**src/rtl/audio_codec_i2c_target.sv**
```systemverilog
// I2C target standing in for the audio codec control port: 7-bit address, 16-bit subaddress,
// byte data into a 256-entry register file at REG_BASE<<8, reads via repeated START.
module audio_codec_i2c_target #(
  parameter logic [6:0] DEV_ADDR    = 7'h3B,
  parameter logic [7:0] REG_BASE    = 8'h40,
  parameter int         SYNC_STAGES = 2
) (
  input  logic        clk_100,
  input  logic        rst_n,
  input  logic        scl_i,
  input  logic        sda_i,
  output logic        sda_oe,
  output logic        reg_we,
  output logic [15:0] reg_addr,
  output logic [7:0]  reg_wdata,
  input  logic [7:0]  peek_addr,
  output logic [7:0]  peek_data,
  output logic        busy,
  output logic [3:0]  dbg_state_o
);

  typedef enum logic [3:0] {
    S_IDLE, S_DEVADDR, S_ACK_DEV, S_SUB_HI, S_ACK_HI, S_SUB_LO,
    S_ACK_LO, S_WDATA, S_ACK_W, S_RDATA, S_MACK
  } state_t;

  logic [SYNC_STAGES-1:0] scl_sync_q, sda_sync_q;
  logic                   scl_prev_q, sda_prev_q;
  logic                   scl_s, sda_s;
  logic                   scl_rise, scl_fall, start_det, stop_det;

  state_t      state_q, state_d;
  logic [2:0]  bit_cnt_q, bit_cnt_d;
  logic [6:0]  shift_q, shift_d;
  logic [7:0]  tx_q, tx_d;
  logic [15:0] ptr_q, ptr_d;
  logic        rnw_q, rnw_d;
  logic        sda_oe_q, sda_oe_d;
  logic        busy_q, busy_d;
  logic        wr_en;
  logic [7:0]  rx_byte, rd_byte, peek_d;

  logic [7:0]  mem_q [256];
  logic        reg_we_q;
  logic [15:0] reg_addr_q;
  logic [7:0]  reg_wdata_q, peek_q;

  assign scl_s     = scl_sync_q[SYNC_STAGES-1];
  assign sda_s     = sda_sync_q[SYNC_STAGES-1];
  assign scl_rise  = scl_s & ~scl_prev_q;
  assign scl_fall  = ~scl_s & scl_prev_q;
  assign start_det = scl_s & scl_prev_q & sda_prev_q & ~sda_s;
  assign stop_det  = scl_s & scl_prev_q & ~sda_prev_q & sda_s;

  assign rx_byte = {shift_q, sda_s};
  assign rd_byte = (ptr_q[15:8] == REG_BASE) ? mem_q[ptr_q[7:0]] : 8'h00;

  // ACK states: first SCL fall pulls SDA, second fall releases it and moves on.
  always_comb begin
    state_d   = state_q;
    bit_cnt_d = bit_cnt_q;
    shift_d   = shift_q;
    tx_d      = tx_q;
    ptr_d     = ptr_q;
    rnw_d     = rnw_q;
    sda_oe_d  = sda_oe_q;
    busy_d    = busy_q;
    wr_en     = 1'b0;
    if (stop_det) begin
      state_d   = S_IDLE;
      sda_oe_d  = 1'b0;
      busy_d    = 1'b0;
      bit_cnt_d = 3'd0;
    end else if (start_det) begin
      state_d   = S_DEVADDR;
      sda_oe_d  = 1'b0;
      busy_d    = 1'b1;
      bit_cnt_d = 3'd0;
    end else begin
      case (state_q)
        S_DEVADDR, S_SUB_HI, S_SUB_LO, S_WDATA: begin
          if (scl_rise) begin
            shift_d   = rx_byte[6:0];
            bit_cnt_d = bit_cnt_q + 3'd1;
            if (bit_cnt_q == 3'd7) begin
              case (state_q)
                S_DEVADDR: begin
                  if (rx_byte[7:1] == DEV_ADDR) begin
                    state_d = S_ACK_DEV;
                    rnw_d   = rx_byte[0];
                    tx_d    = rd_byte;
                  end else begin
                    state_d = S_IDLE;
                  end
                end
                S_SUB_HI: begin
                  ptr_d[15:8] = rx_byte;
                  state_d     = S_ACK_HI;
                end
                S_SUB_LO: begin
                  ptr_d[7:0] = rx_byte;
                  state_d    = S_ACK_LO;
                end
                default: begin
                  wr_en      = (ptr_q[15:8] == REG_BASE);
                  ptr_d[7:0] = ptr_q[7:0] + 8'd1;
                  state_d    = S_ACK_W;
                end
              endcase
            end
          end
        end
        S_ACK_DEV, S_ACK_HI, S_ACK_LO, S_ACK_W: begin
          if (scl_fall) begin
            if (!sda_oe_q) begin
              sda_oe_d = 1'b1;
            end else begin
              sda_oe_d  = 1'b0;
              bit_cnt_d = 3'd0;
              case (state_q)
                S_ACK_DEV: begin
                  if (rnw_q) begin
                    state_d  = S_RDATA;
                    sda_oe_d = ~tx_q[7];
                  end else begin
                    state_d = S_SUB_HI;
                  end
                end
                S_ACK_HI: state_d = S_SUB_LO;
                default:  state_d = S_WDATA;
              endcase
            end
          end
        end
        S_RDATA: begin
          if (scl_fall) begin
            sda_oe_d = ~tx_q[3'd7 - bit_cnt_q];
          end else if (scl_rise) begin
            bit_cnt_d = bit_cnt_q + 3'd1;
            if (bit_cnt_q == 3'd7) begin
              ptr_d[7:0] = ptr_q[7:0] + 8'd1;
              state_d    = S_MACK;
            end
          end
        end
        S_MACK: begin
          if (scl_fall) begin
            sda_oe_d = 1'b0;
          end else if (scl_rise) begin
            if (!sda_s) begin
              state_d = S_RDATA;
              tx_d    = rd_byte;
            end else begin
              state_d = S_IDLE;
            end
          end
        end
        default: ;
      endcase
    end
  end

  // A write landing on the peeked address this cycle is forwarded.
  assign peek_d = (wr_en && (ptr_q[7:0] == peek_addr)) ? rx_byte : mem_q[peek_addr];

  always_ff @(posedge clk_100 or negedge rst_n) begin
    if (!rst_n) begin
      scl_sync_q  <= '1;
      sda_sync_q  <= '1;
      scl_prev_q  <= 1'b1;
      sda_prev_q  <= 1'b1;
      state_q     <= S_IDLE;
      bit_cnt_q   <= 3'd0;
      shift_q     <= 7'd0;
      tx_q        <= 8'd0;
      ptr_q       <= 16'd0;
      rnw_q       <= 1'b0;
      sda_oe_q    <= 1'b0;
      busy_q      <= 1'b0;
      reg_we_q    <= 1'b0;
      reg_addr_q  <= 16'd0;
      reg_wdata_q <= 8'd0;
      peek_q      <= 8'd0;
      for (int i = 0; i < 256; i++) mem_q[i] <= 8'h00;
    end else begin
      scl_sync_q <= {scl_sync_q[SYNC_STAGES-2:0], scl_i};
      sda_sync_q <= {sda_sync_q[SYNC_STAGES-2:0], sda_i};
      scl_prev_q <= scl_s;
      sda_prev_q <= sda_s;
      state_q    <= state_d;
      bit_cnt_q  <= bit_cnt_d;
      shift_q    <= shift_d;
      tx_q       <= tx_d;
      ptr_q      <= ptr_d;
      rnw_q      <= rnw_d;
      sda_oe_q   <= sda_oe_d;
      busy_q     <= busy_d;
      reg_we_q   <= wr_en;
      peek_q     <= peek_d;
      if (wr_en) begin
        mem_q[ptr_q[7:0]] <= rx_byte;
        reg_addr_q        <= ptr_q;
        reg_wdata_q       <= rx_byte;
      end
    end
  end

  assign sda_oe      = sda_oe_q;
  assign reg_we      = reg_we_q;
  assign reg_addr    = reg_addr_q;
  assign reg_wdata   = reg_wdata_q;
  assign peek_data   = peek_q;
  assign busy        = busy_q;
  assign dbg_state_o = state_q;

endmodule

```
**config.mk**
```make
export PLATFORM = sky130hd
export DESIGN_NAME = audio_codec_i2c_target
export DESIGN_NICKNAME = d
export VERILOG_FILES = /design/src/rtl/audio_codec_i2c_target.sv
export SDC_FILE = /design/constraint.sdc
export NUM_CORES = 2
export LEC_CHECK = 0
export CORE_MARGIN = 2
export CORE_UTILIZATION = 50
export CTS_CLUSTER_SIZE = 25
export DETAILED_ROUTE_END_ITERATION = 6
export PLACE_DENSITY = 0.74
export SYNTH_ARGS = -nofsm -noshare
export SYNTH_HDL_FRONTEND = slang
export SYNTH_SLANG_ARGS = --single-unit
export TNS_END_PERCENT = 30
```
**constraint.sdc**
```tcl
create_clock -name clk_100 -period 3.3 [get_ports clk_100]
set_input_delay 0.66 -clock clk_100 [delete_from_list [all_inputs] [get_ports clk_100]]
set_output_delay 0.66 -clock clk_100 [all_outputs]
set_load 0.005 [all_outputs]
```
# After elaboration in Yosys (flattened, before gate mapping)
# Cells that the tools add are included.
# W data, S select, Z words.
# classes
addsub	3
magnitude_cmp	4
n_eq_ne	36
mux	69
n_bitwise	17
n_reduce_logical	20
# op_table
op	n
$bwmux W2048	1
$mux W8	19
$bmux W8 S8	2
$demux W8 S8	1
$mux W4	13
$pmux W8 S2	3
$ne A4 B4 Y1 const B	11
$ne A2 B2 Y1 const B	11
$reduce_and A10 Y1	2
$ge A9 B9 Y1 const B	2
$mux W3	6
$not A8 Y9	2
$mux W1	17
$eq A4 B3 Y1 const B	4
$pmux W4 S4	1
$eq A4 B4 Y1 const B	3
$pmux W4 S3	1
$reduce_and A4 Y1	3
$reduce_bool A5 Y1	2
$lt A9 B1 Y1 const B	1
$pmux W3 S3	1
$reduce_and A9 Y1	1
$add A8 B1 Y8 const B	1
$eq A4 B2 Y1 const B	2
22 further kinds	39
# word_totals
reg_bits	2128
input_bits	12
out_inout_bits	39
wordCells	422

# Longest topological paths before layout
# depth
depth_word	10
depth_mapped	13
ltp_nobuf	9

# Worst setup path after synthesis
# No wires, ideal clock.
# synth_timing
path_kind	input port to flip-flop
startpoint	input port peek_addr[0]
endpoint	register peek_q[4] (netlist: peek_data[4])
setup_time_ns	0.134
arrival_ns	3.075
required_ns	3.166
setup_slack_ns	0.090
stages	10
n_path_buf	5
cell_sequence	buf_2 -> buf_2 -> buf_2 -> buf_4 -> buf_2 -> mux2i_1 -> o22ai_1 -> or4_1 -> a2111oi_0 -> a21oi_1
# synth_via
elab_chain_cells	5
word_cells_on_any_way	7
classes_between	1 x eq/ne; 4 x mux; 1 x bitwise; 1 x reduce/logical
# synth_lines
item	line	text
start, declared	16	input logic [7:0] peek_addr,
$not A8 Y9 (not written as such)	164	assign peek_d = (wr_en && (ptr_q[7:0] == peek_addr)) ? rx_byte : mem_q[peek_addr];
$bmux W8 S8	164	
$mux W8 (not written as such) (2 in series)	164	
$mux W8 (*)	164	
named net peek_d[4]	41	logic [7:0] rx_byte, rd_byte, peek_d;
end signal, assigned	199	peek_q <= peek_d;
end, declared	46	logic [7:0] reg_wdata_q, peek_q;
# The timed path passes the listed nets; every way through them passes the cells marked *. The select of a mux whose other input is x is not followed.
# A chain may end at the register's enable or synchronous reset.

# Final worst setup path
# layout_timing
startpoint	register ptr_q[0]
endpoint	register tx_q[6]
# layout_via
elab_chain_cells	10
word_cells_on_any_way	13
classes_between	12 x mux; 1 x bitwise
# layout_lines
item	line	text
start, declared	36	logic [15:0] ptr_q, ptr_d;
start signal, assigned	194	ptr_q <= ptr_d;
$not A8 Y9 (not written as such) (*)	56	assign rd_byte = (ptr_q[15:8] == REG_BASE) ? mem_q[ptr_q[7:0]] : 8'h00;
$bmux W8 S8 (*)	56	
$mux W8 (not written as such) (*) (2 in series)	56	
$mux W8 (*)	56	
$mux W8	88	if (rx_byte[7:1] == DEV_ADDR) begin
$mux W8	86	case (state_q)
$mux W8	85	if (bit_cnt_q == 3'd7) begin
$mux W8	82	if (scl_rise) begin
$pmux W8 S2 (*)	80	case (state_q)
end signal, assigned	193	tx_q <= tx_d;
end, declared	35	logic [7:0] tx_q, tx_d;
# Mark *: on every way between the ends. The rest lies on a longest branch, timed or not. The select of a mux whose other input is x is not followed.

==> run_results.csv <==
group,metric,value,unit
outcome,status,"complete, but fails checks",
outcome,violations,"capacitance limit, slew limit, setup timing",
timing,period_needed,3.42,ns
clock_network,clock_sinks,2128,
power_and_ir_drop,p_total,56.3,mW
synth,yosysWarnings,0,
clock_network,cts-buffers-inserted,222,
critical_path,critPathRequiredTime,4.07,ns
final_layout,area_growth,18.3,%
timing,rsz0062_at_grt,"true",
synth,avgSynthCellArea,14.3,um2
synth,syn-instance-count,8000,
global_routing,grt_pass1_vias,84100,
critical_path,path_max_fanout,6,
timing,fin_ws,-0.120,ns
timing,setup_viol,29,
placed_design,dp_hpwl,304,mm
clock_network,htreeDepth,4,
placed_design,placed_area,127000,um2
synth,synth-seq-area-share,46.4,%
run,drv_cap,1,
synth,syn_nets,8018,
synth,synth_top_family_by_area,"multiplexers",
power_and_ir_drop,power_density,414,nW/um2
timing,skew,0.0676,ns
clock_network,clockBufferDepth,3,
route,ant_nets,0,
clock_network,cts_tree,"yes",
timing,finalHoldViolations,0,
min_path,holdCritPathClass,"in -> reg",
critical_path,critPathKind,"reg -> reg",
synth,synth.ff_latch_count,2128,
power_and_ir_drop,ir_drop,460,uV
final_layout,stdcell_area,136000,um2
route,drtIter0Drc,10900,
synth,synth_cell_types,79,
timing,fmax,292,MHz
timing,max-slew-margin-rel,-2.33,%
synth,synthAdderAreaFrac,0.0654,%
die,rows,175,
route,dr.pass1.iters,7,
global_routing,grt_util_all_layers,36.3,%
route,detail_route.wirelength,428,mm
global_routing,grt_max_degree,196,
critical_path,critPathArrivalTime,4.19,ns
synth,synth_top_area_share,46.3,%
critical_path,critPathBufInv,6,
route,via_per_inst,6.96,
power_and_ir_drop,power_leakage,61.4,nW
die,initial_core_util,50.4,%
clock_network,clk-insertion-delay-late,0.91,ns
die,core_area,228000,um2
global_routing,overflow,0,
timing,final_max_slew_viol_count,1,
synth,synth_simple_gate_area_share,4.34,%
route,avgRoutedWirePerCell,35.9,um
die,ios,51,
route,via_count,82900,
critical_path,crit_path_start_kind,"register",
synth,syn_area,115000,um2
critical_path,worst_path_max_delay_cell,"mux4_2",
timing,tightest_slew,1.50,ns
placed_design,io_buffer_count,50,
synth,synth_xor_area_share,0.0839,%
synth,synthArstFlopShare,100,%
die,die_w,483,um
final_layout,regArea,53300,um2
global_routing,antenna_found_initial,26,
synth,synth_mux_area_share,41.0,%
synth,synth-edff-count,0,
clock_network,clk_pin_slew,0.07,ns
die,fp.dieH,483,um
final_layout,drive_gt1_share,52.4,%
final_layout,nFillCells,17200,
final_layout,nets,8721,
critical_path,critPathTopFamily,"multiplexers",
critical_path,crit_chain,"buf_8, buf_16, buf_12, buf_12, buf_4, buf_4, mux4_2, mux4_2, a22o_1, a21oi_1, a31oi_1",
synth,yosysTopAreaCell,"dfrtp_1",
route,route.detailed.drc,0,
global_routing,grt_pass1_wl,617,mm
critical_path,max_stage_delay,0.61,ns
timing,fin_crit_sh,104,%
clock_network,cts_root_buffer,"clkbuf_16",
synth,synth_area_leaders,"dfrtp_1 (46%), mux2_2 (20%), mux4_2 (15%)",
final_layout,multi_input_area,58800,um2
placed_design,gp_congestion,1.08,
synth,synth_compound_area_share,5.25,%
critical_path,endpoint_kind,"register",
die,die_area,233000,um2
synth,synth_ff_type,"dfrtp_1",
-- cell usage after synthesis (6+ instances only) --
library cell,count
a22o_1,33
and3_1,44
and2_1,12
o32ai_1,6
nand3b_1,8
a22oi_1,311
a211oi_1,47
nor4bb_1,7
xnor2_1,10
a31oi_1,27
nand2b_1,10
a221o_1,11
a2111oi_0,30
o211ai_1,24
o22a_1,11
a221oi_1,78
o21ai_0,29
mux4_2,741
buf_1,47
dfstp_2,6
a21oi_1,109
dfrtp_1,2122
nand3_2,12
nor3_1,19
nand3_1,52
clkbuf_1,385
mux2_2,2086
nand2_1,211
ha_1,6
nor2_4,113
buf_2,193
or4_1,11
nor4_1,16
nor2b_1,53
buf_6,11
buf_4,73
nor2_1,77
nor2_2,87
a21o_1,7
nand4_1,30
o22ai_1,47
inv_1,8
a41oi_1,17
mux2i_1,682
-- state kept, by name, indices dropped and copies added, names as in the netlist, 2 cells and up --
signal	cells
reg_addr	16
mem_q	2048
peek_data	8
tx_q	8
scl_sync_q	2
bit_cnt_q	3
dbg_state_o	4
ptr_q	16
shift_q	7
reg_wdata	8
sda_sync_q	2
-- where the power goes --
group / switching (mW) / internal [mW] / leakage (nW) / total [mW]
clock: 11.2 / 15.6 / 3.79 / 26.8
sequential: 0.0746 / 26.1 / 29.7 / 26.2
combinational: 2.27 / 0.988 / 28.0 / 3.26
-- final timing paths --
kind | end | slack [ns] | cells past startpoint | startpoint
max | tx_q[6]$_DFFE_PN0P_ | -0.12 | 11 | ptr_q[0]$_DFFE_PN0P_
min | scl_sync_q[0]$_DFF_PN1_ | 0.16 | 1 | scl_i
max reg2reg | tx_q[6]$_DFFE_PN0P_ | -0.12 | 11 | ptr_q[0]$_DFFE_PN0P_
min reg2reg | sda_sync_q[1]$_DFF_PN1_ | 0.36 | 0 | sda_sync_q[0]$_DFF_PN1_
max in group asynchronous | mem_q[125]$_DFFE_PN0P_ | 1.66 | 4 | rst_n
min in group asynchronous | mem_q[866]$_DFFE_PN0P_ | 0.37 | 2 | rst_n
-- through the flow --
stage          TNS [ns]  hold WS, ns  setup WS (ns)  std cells  utilization, %
3_5_place_dp     -32.30        0.349         -0.781      11500            55.9
3_3_place_gp     -30.24        0.346         -0.794      11500            55.9
5_1_grt           -1.73        0.155         -0.168      11900            59.6
4_1_cts          -0.233        0.126         -0.162      11900            59.4
6_report          -1.59        0.163         -0.120      11900            59.6
2_1_floorplan         0        0.345         0.0904       8000               -
-- metal layers --
metal,wire (um),track usage (%)
met1,158000,47.1
met2,184000,52.4
met3,52100,12.0
met4,34200,23.0
met5,295,0.327
-- cell usage in the layout, fill, tap and decap left out, types with 74 or more instances in the layout --
cell	netlist	final
mux2i_1	682	674
nor2_2	87	83
mux4_2	741	741
a221oi_1	78	74
clkbuf_16	0	225
a22oi_1	311	305
mux2_2	2086	2086
nor2_4	113	121
nand2_1	211	192
buf_4	73	887
buf_12	0	237
dfrtp_1	2122	2107
a21oi_1	109	106
-- what timing repair did --
item / 4_1_cts / 5_1_grt
gates resized for setup: 42 / 76
buffers inserted: 6 / 19
hold buffers: 1 / 0
setup endpoints to repair: 99 / 204
gates cloned: 0 / 1
hold endpoints to repair: 27 / 0
pin swaps: 6 / 17
-- cell type report --
class                      count  area share [%]
antenna                       11          0.0203
clock buffer                 330            4.79
timing repair buffer        1189            8.94
sequential                  2128            39.3
multi-input combinational   5152            43.3
tap                         3009            2.77
clock inverter                82           0.930
inverter                      10          0.0322
-- worst register-to-register path: cells and delay by family (launching register included) --
kind,cells,cell delay [ns]
buf+inv,6,0.95
flops,1,0.50
mux,2,1.08
compound gates,3,0.77
-- logic make-up (layout without fill, tap and decap cells) --
family / count (synthesis) / after routing
and+or+nand+nor: 803 / 803
muxes: 3510 / 3510
buffers and inverters: 720 / 1611
DFF: 2128 / 2128
adders and majority gates: 6 / 6
xor gates and xnor gates: 11 / 11
other: 0 / 11
AOI/OAI and AO/OA: 822 / 822
No activity file was read; power rests on OpenSTA's default activity.
